--- src/rtl/param_seq_divider.sv ---
// ---------------------------------------------------------------------------
// param_seq_divider
//
// Multi-cycle unsigned restoring divider. It resolves one quotient bit per
// clock and detects a zero divisor up front. Results are registered and held
// until the next operation completes.
//
// Parameters:
//   WIDTH  operand / quotient / remainder width in bits (>= 2)
//   CNT_W  iteration counter width
//
// Ports:
//   clk          rising-edge clock
//   rst          asynchronous, active-high reset
//   start        request; operands are captured on the first edge seen in IDLE
//   dividend     unsigned dividend
//   divisor      unsigned divisor
//   quotient     registered quotient of the last completed operation
//   remainder    registered remainder of the last completed operation
//   busy         high while an operation is in flight (WAIT_REL/CHECK/ITER)
//   done         one-cycle completion pulse
//   div_by_zero  registered flag of the last result, valid with done
// ---------------------------------------------------------------------------
module param_seq_divider #(
  parameter int WIDTH = 8,
  parameter int CNT_W = $clog2(WIDTH)
) (
  input  logic             clk,
  input  logic             rst,
  input  logic             start,
  input  logic [WIDTH-1:0] dividend,
  input  logic [WIDTH-1:0] divisor,
  output logic [WIDTH-1:0] quotient,
  output logic [WIDTH-1:0] remainder,
  output logic             busy,
  output logic             done,
  output logic             div_by_zero
);

  typedef enum logic [2:0] {
    IDLE,
    WAIT_REL,
    CHECK,
    ITER,
    DONE
  } state_t;

  state_t state, state_next;

  logic [WIDTH:0]   a;
  logic [WIDTH-1:0] q;
  logic [WIDTH-1:0] d;
  logic [CNT_W-1:0] cnt;

  logic [WIDTH+1:0] s_ext;
  logic [WIDTH+1:0] t_ext;
  logic             bit_ok;
  logic [WIDTH:0]   a_next;
  logic [WIDTH-1:0] q_next;
  logic             last_iter;

  // One restoring step. The subtraction is carried one bit wider than A so
  // the top bit is a clean borrow. Because A < D holds between steps, this
  // borrow equals bit WIDTH of a WIDTH+1-bit difference.
  always_comb begin
    s_ext     = {a, q[WIDTH-1]};
    t_ext     = s_ext - {2'b00, d};
    bit_ok    = ~t_ext[WIDTH+1];
    a_next    = bit_ok ? t_ext[WIDTH:0] : s_ext[WIDTH:0];
    q_next    = {q[WIDTH-2:0], bit_ok};
    last_iter = (cnt == CNT_W'(WIDTH - 1));
  end

  always_ff @(posedge clk or posedge rst) begin
    if (rst) begin
      state <= IDLE;
    end else begin
      state <= state_next;
    end
  end

  always_comb begin
    state_next = state;
    busy       = 1'b0;
    done       = 1'b0;
    case (state)
      IDLE: begin
        if (start) state_next = WAIT_REL;
      end
      WAIT_REL: begin
        busy = 1'b1;
        // Hold here until start drops so a long request is captured only once.
        if (!start) state_next = CHECK;
      end
      CHECK: begin
        busy       = 1'b1;
        state_next = (d == '0) ? DONE : ITER;
      end
      ITER: begin
        busy = 1'b1;
        if (last_iter) state_next = DONE;
      end
      DONE: begin
        done       = 1'b1;
        state_next = IDLE;
      end
      default: begin
        state_next = IDLE;
      end
    endcase
  end

  always_ff @(posedge clk or posedge rst) begin
    if (rst) begin
      a           <= '0;
      q           <= '0;
      d           <= '0;
      cnt         <= '0;
      quotient    <= '0;
      remainder   <= '0;
      div_by_zero <= 1'b0;
    end else begin
      case (state)
        IDLE: begin
          if (start) begin
            q   <= dividend;
            d   <= divisor;
            a   <= '0;
            cnt <= '0;
          end
        end
        CHECK: begin
          // Zero divisor: report all-ones quotient and pass the dividend through.
          if (d == '0) begin
            quotient    <= '1;
            remainder   <= q;
            div_by_zero <= 1'b1;
          end
        end
        ITER: begin
          a   <= a_next;
          q   <= q_next;
          cnt <= cnt + 1'b1;
          if (last_iter) begin
            quotient    <= q_next;
            remainder   <= a_next[WIDTH-1:0];
            div_by_zero <= 1'b0;
          end
        end
        default: begin
        end
      endcase
    end
  end

endmodule

--- config.mk ---
export PLATFORM = sky130hd
export DESIGN_NAME = param_seq_divider
export DESIGN_NICKNAME = d
export VERILOG_FILES = /design/src/rtl/param_seq_divider.sv
export SDC_FILE = /design/constraint.sdc
export NUM_CORES = 1
export LEC_CHECK = 0
export ABC_AREA = 1
export CAP_MARGIN = 10
export CORE_MARGIN = 2
export CORE_UTILIZATION = 52
export DETAILED_ROUTE_END_ITERATION = 10
export PLACE_DENSITY = 0.85
export SYNTH_ARGS = -nofsm -noshare
export SYNTH_HDL_FRONTEND = slang
export SYNTH_SLANG_ARGS = --single-unit
--- constraint.sdc ---
create_clock -name clk -period 4.45 [get_ports clk]
set_input_delay 0.89 -clock clk [delete_from_list [all_inputs] [get_ports clk]]
set_output_delay 0.89 -clock clk [all_outputs]
set_load 0.02 [all_outputs]
==> flow_metrics.env <==
export IMPL_status="finished clean"
export IMPL_post_route_drc_count=0
export IMPL_grt_start_max_net_pins=49
export IMPL_core_area_um2=4820
export IMPL_clk_latency_ns=0.31
export IMPL_hp_class="reg -> reg"
export IMPL_rsz0062_at_grt="no"
export IMPL_vias_per_cell=5.35
export IMPL_gp_congestion=0.862
export IMPL_cts_setup_buffers=0
export IMPL_leakagePower_nw=1.63
export IMPL_place_area_um2=3040
export IMPL_fin_crit_ns=2.57
export IMPL_clockRootBuffer="clkbuf_8"
export IMPL_syn_num_nets=374
export IMPL_synth_compound_area_share_pct=10.4
export IMPL_cts_buffers=5
export IMPL_clk_pin_slew_ns=0.09
export IMPL_synth_xor_area_share_pct=1.33
export IMPL_dpl_hpwl_um=4360
export IMPL_antenna_found_initial=0
export IMPL_critPathTopFamily="buffers and inverters"
export IMPL_cts_buffer_depth=2
export IMPL_drive_gt1_share_pct=6.07
export IMPL_cp_buffers_inverters=2
export IMPL_slew_headroom_pct=35.9
export IMPL_clock_skew_ns=0.0122
export IMPL_vias=2385
export IMPL_boundaryPins=38
export IMPL_synth_simple_area_share_pct=30.1
export IMPL_dp_cells=438
export IMPL_crit_type="reg -> out"
export IMPL_fin_area_um2=3160
export IMPL_async_flop_share_pct=100
export IMPL_fmax_mhz=390
export IMPL_power_density_nw_per_um2=759
export IMPL_yosys_warnings=0
export IMPL_finalPower_mw=2.40
export IMPL_seq_area_frac_synth_pct=45.5
export IMPL_synth_adder_area_share_pct=5.50
export IMPL_drt_pass1_iterations=4
export IMPL_ant_nets=0
export IMPL_period_share_pct=57.7
export IMPL_maxCapViolCount=0
export IMPL_synth_top_flop_cell="dfrtp_1"
export IMPL_crit_fanout=3
export IMPL_finalSetupViolCount=0
export IMPL_initial_core_util_pct=54.8
export IMPL_cts_sinks=48
export IMPL_nFillCells=428
export IMPL_tightest_slew_ns=0.960
export IMPL_first_global_vias=2060
export IMPL_synth_top_family_by_area="simple AND/OR/NAND/NOR gates"
export IMPL_final_hold_viol_count=0
export IMPL_ir_worst_vdd_v=0.000352
export IMPL_synthMuxAreaShare_pct=0.427
export IMPL_track_usage_pct=22.8
export IMPL_rows=25
export IMPL_cts_resized=0
export IMPL_netlist_area_um2=2640
export IMPL_final_nets=408
export IMPL_slowest_stage="clkdlybuf4s50_1"
export IMPL_cts_htree_levels=2
export IMPL_end_kind="output port"
export IMPL_multi_input_area_um2=1260
export IMPL_drt_iter0_markers=205
export IMPL_cts_tree="done"
export IMPL_die_h_um=75.3
export IMPL_grt_pass1_wl_um=9720
export IMPL_area_growth_pct=19.7
export IMPL_die_x_um=75.3
export IMPL_synth_seq_cells=48
export IMPL_gr_total_overflow=0
export IMPL_finish_utilization_pct=65.6
export IMPL_io_buffers=37
export IMPL_crit_arrival_ns=1.68
export IMPL_routed_wl_um=6030
export IMPL_diodes=0
export IMPL_path_cells="nor2_1 > inv_1 > nor2_1 > clkdlybuf4s50_1"
export IMPL_synth_edf_count=0
export IMPL_max_stage_delay_ns=0.60
export IMPL_wl_per_cell_um=13.5
export IMPL_dieArea_um2=5660
export IMPL_synth_cells=344
export IMPL_drv_slew=0
export IMPL_cpMostUsedCell="nor2_1"
export IMPL_critical_path_required_ns=3.56
export IMPL_syn_avg_cell_area_um2=7.67
export IMPL_synth_cell_types=30
export IMPL_worstSetupStartpointType="register"
export IMPL_ctsHoldBuffers=0
export IMPL_fin_cells=446
export IMPL_setup_tns_ns=0
export IMPL_seqCellArea_um2=1200
==> layer usage <==
metal	global-route usage, %	wire (um)	vias to the layer above
li1	-	-	1179
met1	32.5	2770	1112
met2	35.8	2830	82
met3	3.61	314	12
met4	7.99	106	0
met5	0	0	-
==> flip-flops by register name, indices dropped and copies added, names as in the netlist <==
| register | count |
|---|---|
| cnt | 3 |
| d | 8 |
| div_by_zero | 1 |
| quotient | 8 |
| state | 3 |
| a | 9 |
| remainder | 8 |
| q | 8 |
==> per-stage QoR <==
stage,setup slack (ns),hold slack (ns)
final,1.88,0.490
after CTS,1.87,0.495
after global placement,1.99,0.467
after floorplan,2.42,0.450
after global routing,1.78,0.516
after detailed placement,1.92,0.473
==> area by class of cell <==
cell class              instances  share of cell area [%]
repair buffers                 37                    11.7
clock inverters                 3                    1.50
flip-flops and latches         48                    38.0
multi-input cells             252                    39.9
clock buffers                   5                    2.18
well taps                      67                    2.65
inverters                      34                    4.04
==> synthesized netlist by cell type, types with 2 or more instances <==
cell | number | area share [%]
nand2_1 | 108 | 15
ha_1 | 10 | 4.7
nand3_1 | 22 | 4.2
buf_4 | 2 | 0.57
a21oi_1 | 17 | 3.2
o211ai_1 | 2 | 0.57
o21ai_0 | 19 | 3.6
o31ai_1 | 2 | 0.57
a21boi_0 | 4 | 1.1
nor3_1 | 3 | 0.57
nand4_1 | 6 | 1.4
xor2_1 | 4 | 1.3
clkbuf_1 | 4 | 0.57
nor2_1 | 39 | 5.5
dfrtp_1 | 48 | 45
nand2_2 | 4 | 0.95
buf_2 | 4 | 0.76
inv_2 | 4 | 0.57
a22o_1 | 2 | 0.66
inv_1 | 30 | 4.3
==> power by group <==
part / total (mW) / switching [mW] / internal [mW]
sequential: 0.776 / 0.138 / 0.638
combinational: 1.30 / 0.812 / 0.486
clock: 0.324 / 0.155 / 0.169
==> cells in the final DEF (no fill, tap or decap) <==
master / instances
dfrtp_1: 48
nand3_1: 22
a21boi_0: 4
inv_1: 29
clkdlybuf4s50_1: 37
o211ai_1: 2
o31ai_1: 2
a211oi_1: 1
or2_0: 1
or2_2: 1
nand3_4: 1
nor3_1: 3
xor2_1: 4
clkbuf_8: 5
mux2_2: 1
a21oi_1: 17
fa_1: 1
nor2_1: 39
o21ai_0: 19
nand2_2: 4
nor2_4: 1
or2_4: 1
ha_1: 10
inv_2: 5
nand4_1: 6
nand2_1: 108
a22o_1: 2
clkinv_4: 2
nor2_2: 1
o221ai_1: 1
bufinv_16: 1
==> cells by family after synthesis <==
logic type      count (synthesis)
compound gates                 48
xor+xnor                        4
fa+ha+maj                      11
buf+inv                        44
flops                          48
mux                             1
simple gates                  188
==> final timing paths <==
check / start / endpoint / slack [ns] / depth (start not counted)
worst max-delay path: state[1] / done / 1.88 / 4
min in group asynchronous: rst / remainder[7] / 1.11 / 2
max in group asynchronous: rst / d[3] / 2.73 / 2
worst min register to register: quotient[5] / quotient[5] / 0.49 / 2
worst max register to register: state[2] / remainder[7] / 2.00 / 10
worst min-delay path: quotient[5] / quotient[5] / 0.49 / 2
==> worst register-to-register path, delay by kind of cell (launching register included) <==
kind / cells / cell delay (ns)
buf+inv: 4 / 0.57
simple gates: 6 / 1.33
flops: 1 / 0.45
Note: power is estimated with default switching activity, not from simulation.
